`src/rtl/alu_pkg.sv`:
```
// rtl/alu_pkg.sv - shared alu_ctl codes, op field encodings and FSM states for serial_alu_n
package alu_pkg;

    localparam logic [3:0] ALU_AND = 4'b0000;
    localparam logic [3:0] ALU_OR  = 4'b0001;
    localparam logic [3:0] ALU_ADD = 4'b0010;
    localparam logic [3:0] ALU_SUB = 4'b0110;
    localparam logic [3:0] ALU_SLT = 4'b0111;
    localparam logic [3:0] ALU_NOR = 4'b1100;

    localparam logic [1:0] OP_AND = 2'b00;
    localparam logic [1:0] OP_OR  = 2'b01;
    localparam logic [1:0] OP_ADD = 2'b10;
    localparam logic [1:0] OP_SLT = 2'b11;

    typedef enum logic [1:0] {
        S_IDLE = 2'b00,
        S_RUN  = 2'b01,
        S_DONE = 2'b10
    } state_t;

endpackage

```
`src/rtl/alu_bit_slice.sv`:
```
// rtl/alu_bit_slice.sv - one-bit ALU slice with operand inversion, ripple carry and SLT set output
module alu_bit_slice
    import alu_pkg::*;
(
    input  logic       a,
    input  logic       b,
    input  logic       carry_in,
    input  logic       ainvert,
    input  logic       binvert,
    input  logic       less,
    input  logic [1:0] op,
    output logic       result,
    output logic       carry_out,
    output logic       set,
    output logic       overflow
);

    logic a_i;
    logic b_i;
    logic sum;

    always_comb begin
        a_i       = a ^ ainvert;
        b_i       = b ^ binvert;
        sum       = a_i ^ b_i ^ carry_in;
        carry_out = (a_i & b_i) | (a_i & carry_in) | (b_i & carry_in);
        overflow  = carry_in ^ carry_out;
        // Sign of the true difference even when the subtraction overflows.
        set       = sum ^ overflow;
        case (op)
            OP_AND:  result = a_i & b_i;
            OP_OR:   result = a_i | b_i;
            OP_ADD:  result = sum;
            default: result = less;
        endcase
    end

endmodule

```
`src/rtl/serial_alu_n.sv`:
```
// rtl/serial_alu_n.sv - iterative WIDTH-bit ALU, DIGIT bits per cycle; SERIAL_ALU_ZERO_FLAG_EN adds the zero output
module serial_alu_n
    import alu_pkg::*;
#(
    parameter int WIDTH = 32,
    parameter int DIGIT = 4
) (
    input  logic             clk,
    input  logic             rst,
    input  logic             in_valid,
    output logic             in_ready,
    input  logic [WIDTH-1:0] in1,
    input  logic [WIDTH-1:0] in2,
    input  logic [3:0]       alu_ctl,
    output logic             out_valid,
    input  logic             out_ready,
    output logic [WIDTH-1:0] result,
    output logic             overflow,
`ifdef SERIAL_ALU_ZERO_FLAG_EN
    output logic             zero,
`endif
    output logic             carry_out
);

    localparam int N  = WIDTH / DIGIT;
    localparam int CW = (N > 1) ? $clog2(N) : 1;
    localparam logic [CW-1:0] LAST = CW'(N - 1);

    state_t           state_q, state_d;
    logic [CW-1:0]    cnt_q, cnt_d;
    logic [WIDTH-1:0] a_q, a_d;
    logic [WIDTH-1:0] b_q, b_d;
    logic [3:0]       ctl_q, ctl_d;
    logic             carry_q, carry_d;
    logic [WIDTH-1:0] result_q, result_d;
    logic             overflow_q, overflow_d;
    logic             carry_out_q, carry_out_d;
`ifdef SERIAL_ALU_ZERO_FLAG_EN
    logic             zero_q, zero_d;
`endif

    logic [DIGIT:0]   chain_c;
    logic [DIGIT-1:0] chunk_a;
    logic [DIGIT-1:0] chunk_b;
    logic [DIGIT-1:0] chunk_r;
    logic [DIGIT-1:0] chunk_set;
    logic [DIGIT-1:0] chunk_ovf;
    logic             unused_slice_flags;

    assign chain_c[0] = carry_q;
    assign chunk_a    = a_q[int'(cnt_q) * DIGIT +: DIGIT];
    assign chunk_b    = b_q[int'(cnt_q) * DIGIT +: DIGIT];
    assign unused_slice_flags = ^{chunk_set, chunk_ovf};

    // less is tied low; the SLT bit is patched into result bit0 on the final chunk.
    for (genvar i = 0; i < DIGIT; i++) begin : g_slice
        alu_bit_slice u_slice (
            .a         (chunk_a[i]),
            .b         (chunk_b[i]),
            .carry_in  (chain_c[i]),
            .ainvert   (ctl_q[3]),
            .binvert   (ctl_q[2]),
            .less      (1'b0),
            .op        (ctl_q[1:0]),
            .result    (chunk_r[i]),
            .carry_out (chain_c[i+1]),
            .set       (chunk_set[i]),
            .overflow  (chunk_ovf[i])
        );
    end

    always_comb begin
        state_d     = state_q;
        cnt_d       = cnt_q;
        a_d         = a_q;
        b_d         = b_q;
        ctl_d       = ctl_q;
        carry_d     = carry_q;
        result_d    = result_q;
        overflow_d  = overflow_q;
        carry_out_d = carry_out_q;
`ifdef SERIAL_ALU_ZERO_FLAG_EN
        zero_d      = zero_q;
`endif
        case (state_q)
            S_IDLE: begin
                if (in_valid) begin
                    a_d     = in1;
                    b_d     = in2;
                    ctl_d   = alu_ctl;
                    carry_d = alu_ctl[2];
                    cnt_d   = '0;
                    state_d = S_RUN;
`ifdef SERIAL_ALU_ZERO_FLAG_EN
                    zero_d  = 1'b0;
`endif
                end
            end
            S_RUN: begin
                result_d[int'(cnt_q) * DIGIT +: DIGIT] = chunk_r;
                carry_d = chain_c[DIGIT];
`ifdef SERIAL_ALU_ZERO_FLAG_EN
                zero_d  = ((cnt_q == '0) | zero_q) & (chunk_r == '0);
`endif
                if (cnt_q == LAST) begin
                    state_d     = S_DONE;
                    overflow_d  = (ctl_q[1:0] == OP_ADD) & chunk_ovf[DIGIT-1];
                    carry_out_d = (ctl_q[1:0] == OP_ADD) & chain_c[DIGIT];
                    if (ctl_q[1:0] == OP_SLT) begin
                        result_d = {{(WIDTH-1){1'b0}}, chunk_set[DIGIT-1]};
`ifdef SERIAL_ALU_ZERO_FLAG_EN
                        zero_d   = ~chunk_set[DIGIT-1];
`endif
                    end
                end else begin
                    cnt_d = cnt_q + 1'b1;
                end
            end
            S_DONE: begin
                if (out_ready) begin
                    state_d = S_IDLE;
                end
            end
            default: state_d = S_IDLE;
        endcase
    end

    always_ff @(posedge clk or posedge rst) begin
        if (rst) begin
            state_q     <= S_IDLE;
            cnt_q       <= '0;
            a_q         <= '0;
            b_q         <= '0;
            ctl_q       <= '0;
            carry_q     <= 1'b0;
            result_q    <= '0;
            overflow_q  <= 1'b0;
            carry_out_q <= 1'b0;
`ifdef SERIAL_ALU_ZERO_FLAG_EN
            zero_q      <= 1'b0;
`endif
        end else begin
            state_q     <= state_d;
            cnt_q       <= cnt_d;
            a_q         <= a_d;
            b_q         <= b_d;
            ctl_q       <= ctl_d;
            carry_q     <= carry_d;
            result_q    <= result_d;
            overflow_q  <= overflow_d;
            carry_out_q <= carry_out_d;
`ifdef SERIAL_ALU_ZERO_FLAG_EN
            zero_q      <= zero_d;
`endif
        end
    end

    assign in_ready  = (state_q == S_IDLE);
    assign out_valid = (state_q == S_DONE);
    assign result    = result_q;
    assign overflow  = overflow_q;
    assign carry_out = carry_out_q;
`ifdef SERIAL_ALU_ZERO_FLAG_EN
    assign zero      = zero_q;
`endif

endmodule

```
`config.mk`:
```
export PLATFORM = sky130hd
export DESIGN_NAME = serial_alu_n
export DESIGN_NICKNAME = d
export VERILOG_FILES = /design/src/rtl/alu_pkg.sv /design/src/rtl/alu_bit_slice.sv /design/src/rtl/serial_alu_n.sv
export SDC_FILE = /design/constraint.sdc
export NUM_CORES = 1
export LEC_CHECK = 0
export CAP_MARGIN = 20
export CORE_ASPECT_RATIO = 0.8
export CORE_MARGIN = 5
export CORE_UTILIZATION = 50
export CTS_CLUSTER_SIZE = 20
export DETAILED_ROUTE_END_ITERATION = 16
export PLACE_DENSITY = 0.78
export SLEW_MARGIN = 0
export SYNTH_ARGS = -nofsm -noshare
export SYNTH_HDL_FRONTEND = slang
export SYNTH_SLANG_ARGS = --single-unit
export TNS_END_PERCENT = 1
```
`constraint.sdc`:
```
create_clock -name clk -period 5.11 [get_ports clk]
set_input_delay 1.2775 -clock clk [delete_from_list [all_inputs] [get_ports clk]]
set_output_delay 1.2775 -clock clk [all_outputs]
set_load 0.1 [all_outputs]
```
==> flow_summary.json, run 1 <==
{
  "num_antenna_cells": 0,
  "cts-hold-fix-buffers": 0,
  "actual_slew_at_the_worst_max_slew_pin_ns": 0.9893,
  "route.final.wire_length_um": 11300,
  "worst_clock_skew_ns": 0.003990,
  "buffer_ports.inserted": 107,
  "start_kind": "flop",
  "report.final.setup_viol": 0,
  "floorplan.rows": 33,
  "i_o_pin_count": 108,
  "globalRouteTotalUtil": 0.1907,
  "cts.clk_slew.worst_paths_ns": 0.07,
  "clock_tree_from_tritoncts": "built",
  "worst-setup-path-type": "flop to flop",
  "synth_to_layout_area_growth_pct": 29.48,
  "slew_headroom": 0.3384,
  "worst_skew_pair.late_latency_ns": 0.34,
  "via_per_inst": 5.481,
  "die_area_sq_um": 12480,
  "tritoncts.num_buffers": 9,
  "timing.final.hold_violations": 0,
  "initialDrtViolationCount": 232,
  "mappedNetlistArea_sq_um": 5169,
  "cts_repair_resized_insts": 0,
  "coreArea_sq_um": 10160,
  "initial_core_util": 0.5089,
  "postSynth.asyncResetShare": 1.000,
  "synth_nets": 467,
  "drc_errors": 0,
  "critical_path.endpoint_type": "flop",
  "timing.max_cap.violations": 0,
  "die_width_um": 123.7,
  "clk_root_buffer_cell": "clkbuf_16",
  "final_worst_path_cycle_share": 0.8232,
  "gpl.final_weighted_congestion": 0.7975,
  "chipHeight_um": 100.9,
  "yosys_warnings": 0,
  "yosys_register_bits": 108,
  "clock_sinks": 108,
  "layout_min_cycle_time_ns": 4.207,
  "postSynth.topFlopCell": "dfrtp_1",
  "postRouteAntennaNets": 0,
  "grt_pass1_vias": 3564,
  "num-nets-final": 574,
  "maxClockFrequency_mhz": 237.7,
  "grt.overflow.total": 0,
  "final_common_cell": "dfrtp_1",
  "timing.critical_path.arrival_ns": 4.42,
  "dpl.hpwl_um": 8417,
  "h-tree-depth": 3,
  "grt_antenna_before_repair": 0,
  "syn-instance-count": 375,
  "most_frequent_cells_in_the_layout": "dfrtp_1, clkdlybuf4s50_1, mux2_2",
  "synth.distinct_cells": 45,
  "grt_start_max_net_pins": 83,
  "timing_max_transition_violations_final": 0,
  "totalNegativeSetupSlack_ns": 0,
  "synth_sequential_area_ratio": 0.5229,
  "grt_pass1_wl_um": 18500,
  "regToRegSetupSlack_ns": 0.90,
  "worstPathMaxFanout": 11,
  "hold_path_class": "flop to flop",
  "dr_total_vias": 3431,
  "postSynthAreaPerCell_sq_um": 13.78,
  "ctsLongestPathBuffers": 2,
  "final_layout_size_suffix_gt1_frac": 0.2202,
  "rsz_0062_raised_after_global_routing": "no",
  "synth-edff-count": 0,
  "detailed_router_iteration_count_before_antenna_repair": 4,
  "outcome": "finished, final reports clean",
  "worstPathRequired_ns": 5.32,
  "post_drt_wl_per_cell_um": 18.05,
  "cts_setup_buffers": 0
}
flip-flops by register name (all words and copies together), names as in the netlist, 2 cells and up:
signal	count
a_q	32
ctl_q	4
state_q	2
cnt_q	3
b_q	32
result	32
Yosys cell counts (all sizes together), types with 3 or more instances:
cell	n	area, sq um
nor2	9	33.78
mux4	16	375.4
inv	18	67.57
nand4	3	18.77
xnor2	8	70.07
mux2i	11	110.1
mux2	69	777.0
a32oi	3	26.28
o2bb2ai	16	140.1
o21ai	16	80.07
clkbuf	3	11.26
buf	15	98.85
o22a	4	35.03
fa	5	100.1
ha	15	187.7
nand2b	4	25.02
dfrtp	108	2703
nand2	23	86.33
a21oi	4	20.02
nor3b	5	42.54
critical path, cell delays in order, from the launching register on:
cell,delay (ns)
dfrtp_1,0.75
mux4_1,0.65
mux2i_1,0.19
xnor2_1,0.17
inv_1,0.10
fa_1,0.39
fa_1,0.39
fa_1,0.49
fa_1,0.52
o22a_1,0.33
a21oi_1,0.11
path summary, 6_finish.rpt:
path,cells after the start,to,startpoint
min in group asynchronous,2,a_q[9],rst
hold reg to reg,2,result[9],result[9]
hold / removal,2,result[9],result[9]
max in group asynchronous,4,b_q[11],rst
setup / recovery,10,result[3],cnt_q[0]
setup reg to reg,10,result[3],cnt_q[0]
logic make-up after synthesis:
logic type	count (synthesis)	share of synthesized area
buffers and inverters	36	0.03438
XOR/XNOR	9	0.01525
adder cells (fa/ha/maj)	20	0.05568
AO/OA/AOI/OAI	50	0.06899
AND/OR/NAND/NOR	56	0.05858
flip-flops	108	0.5229
multiplexers	96	0.2443
per-layer routing:
layer / up-vias / GRT usage / wire length [um]
met5: - / 0 / 0
met4: 0 / 0.05447 / 179
met3: 19 / 0.04994 / 794
met2: 120 / 0.2829 / 5047
met1: 1714 / 0.2778 / 5277
li1: 1578 / - / -
final cells by class:
type	count	area [sq um]
Clock buffer	11	232.7
Multi-Input combinational cell	231	2293
Inverter	18	70.07
Sequential cell	108	2703
Tap cell	140	175.2
Clock inverter	4	75.07
Timing Repair Buffer	114	1144
Fill cell	775	3465
through the flow:
step	util	setup slack, ns	instances	instance area, sq um	hold WS, ns
6_report	0.6589	0.9034	626	6693	0.4926
5_1_grt	0.6589	0.6882	626	6693	0.5188
4_1_cts	0.6562	0.8711	625	6665	0.4971
3_5_place_dp	0.6259	0.8965	610	6357	0.4778
3_3_place_gp	0.6259	1.017	610	6357	0.4673
2_1_floorplan	-	0.9869	375	5169	0.4720
Power of run 1 is not shown: default switching activity piles up to over one toggle a cycle in this logic, so the estimate is an artifact.
==> run 2: changes to the inputs <==
==> constraint.sdc (replaced) <==
create_clock -name clk -period 4 [get_ports clk]
set_input_delay 1 -clock clk [delete_from_list [all_inputs] [get_ports clk]]
set_output_delay 1 -clock clk [all_outputs]
set_load 0.1 [all_outputs]
==> flow_summary.json, run 2 (synthesis gave the netlist of run 1 again) <==
{
  "outcome": "finished, final reports clean",
  "h-tree-depth": 3,
  "final_common_cell": "dfrtp_1",
  "grt_pass1_vias": 3702,
  "final_layout_size_suffix_gt1_frac": 0.2320,
  "globalRouteTotalUtil": 0.2008,
  "clock_sinks": 108,
  "route.final.wire_length_um": 11450,
  "timing.reg2reg.worst_path_depth": 10,
  "postRouteAntennaNets": 0,
  "grt_pass1_wl_um": 19350,
  "timing.hold.worst_endpoint": "result[9]",
  "placed_cells": 610,
  "fillerInstances": 755,
  "worstReg2RegStart": "cnt_q[0]",
  "die_width_um": 123.7,
  "final_worst_path_cycle_share": 0.9399,
  "clk_root_buffer_cell": "clkbuf_16",
  "dpl.hpwl_um": 8447,
  "num-nets-final": 574,
  "dr_total_vias": 3409,
  "start_kind": "flop",
  "hold_path_class": "flop to flop",
  "clock_tree_from_tritoncts": "built",
  "worstPathMaxFanout": 8,
  "die_area_sq_um": 12480,
  "critical_path.endpoint_type": "flop",
  "chipHeight_um": 100.9,
  "worstPathRequired_ns": 4.27,
  "crit-reg2reg-capture": "result[27]",
  "report.final.setup_viol": 0,
  "buffer_ports.inserted": 107,
  "maxClockFrequency_mhz": 266.0,
  "grt_start_max_net_pins": 72,
  "cts.clk_slew.worst_paths_ns": 0.07,
  "timing.max_cap.violations": 0,
  "timing_max_transition_violations_final": 0,
  "slew_headroom": 0.3442,
  "initial_core_util": 0.5089,
  "gpl.final_weighted_congestion": 0.7803,
  "post_dp_cell_area_sq_um": 6380,
  "i_o_pin_count": 108,
  "coreArea_sq_um": 10160,
  "initialDrtViolationCount": 171,
  "floorplan.rows": 33,
  "regToRegSetupSlack_ns": 0.24,
  "grt.overflow.total": 0,
  "design_area_sq_um": 6671,
  "via_per_inst": 5.437,
  "worst_skew_pair.late_latency_ns": 0.34,
  "hold_start": "result[9]",
  "cts-hold-fix-buffers": 0,
  "detailed_router_iteration_count_before_antenna_repair": 4,
  "num_antenna_cells": 0,
  "actual_slew_at_the_worst_max_slew_pin_ns": 0.9806,
  "timing.critical_path.arrival_ns": 4.02,
  "instances_no_fill": 627,
  "holdPathStages": 2,
  "worst-setup-path-type": "flop to flop",
  "grt_antenna_before_repair": 0,
  "rsz_0062_raised_after_global_routing": "no",
  "synth_to_layout_area_growth_pct": 29.07,
  "most_frequent_cells_in_the_layout": "dfrtp_1, clkdlybuf4s50_1, mux2_2",
  "worst_clock_skew_ns": 0.007028,
  "timing.final.hold_violations": 0,
  "tritoncts.num_buffers": 9,
  "post_drt_wl_per_cell_um": 18.26,
  "ctsLongestPathBuffers": 2,
  "layout_min_cycle_time_ns": 3.759,
  "drc_errors": 0
}
-- run 2: layer usage --
metal  vias to the layer above  wire, um  track usage
li1                       1579         -            -
met5                         -         0            0
met3                        17       697      0.05163
met4                         0       150      0.05191
met1                      1708      5506       0.2962
met2                       105      5094       0.2975
-- run 2: worst max-delay path, cell delays in order, from the launching register on --
cell       delay, ns
dfrtp_2         0.43
buf_4           0.16
mux4_1          0.55
mux2i_1         0.18
xor2_1          0.16
fa_1            0.45
fa_1            0.43
fa_2            0.41
fa_1            0.44
o22a_2          0.31
o2bb2ai_1       0.16
-- run 2: layout make-up --
cell class / count / area (sq um) / share of cell area
Inverter: 18 / 70.07 / 0.01050
Clock buffer: 11 / 242.7 / 0.03638
Tap cell: 140 / 175.2 / 0.02626
Multi-Input combinational cell: 231 / 2297 / 0.3443
Clock inverter: 5 / 36.28 / 0.005439
Sequential cell: 108 / 2704 / 0.4053
Timing Repair Buffer: 114 / 1146 / 0.1718
-- run 2: stage by stage --
| step | setup slack [ns] | setup TNS (ns) | utilization | hold WS, ns |
|---|---|---|---|---|
| 3_5_place_dp | -0.04497 | -0.2911 | 0.6281 | 0.4783 |
| 3_3_place_gp | 0.1423 | 0 | 0.6281 | 0.4689 |
| 4_1_cts | 0.02126 | 0 | 0.6557 | 0.4945 |
| 6_report | 0.2406 | 0 | 0.6568 | 0.4898 |
| 5_1_grt | 0.08292 | 0 | 0.6568 | 0.5191 |
| 2_1_floorplan | 0.1544 | 0 | - | 0.4720 |
-- run 2: worst max path at each step --
stage	from	to	slack, ns	depth (start not counted)
after floorplan	rst	a_q[0]	0.15	1
after global placement	cnt_q[0]	result[31]	0.14	10
after detailed placement	cnt_q[0]	result[7]	-0.04	10
after CTS	cnt_q[0]	result[11]	0.02	10
after global routing	cnt_q[0]	result[11]	0.08	10
final	cnt_q[0]	result[27]	0.24	10
-- run 2: what timing repair did --
item                       in CTS  in global routing
buffers inserted                0                  1
pin swaps                       0                  0
hold endpoints to repair        0                  0
setup endpoints to repair       8                  8
gates resized for setup         1                  2
Power of run 2 is left out for the same reason.
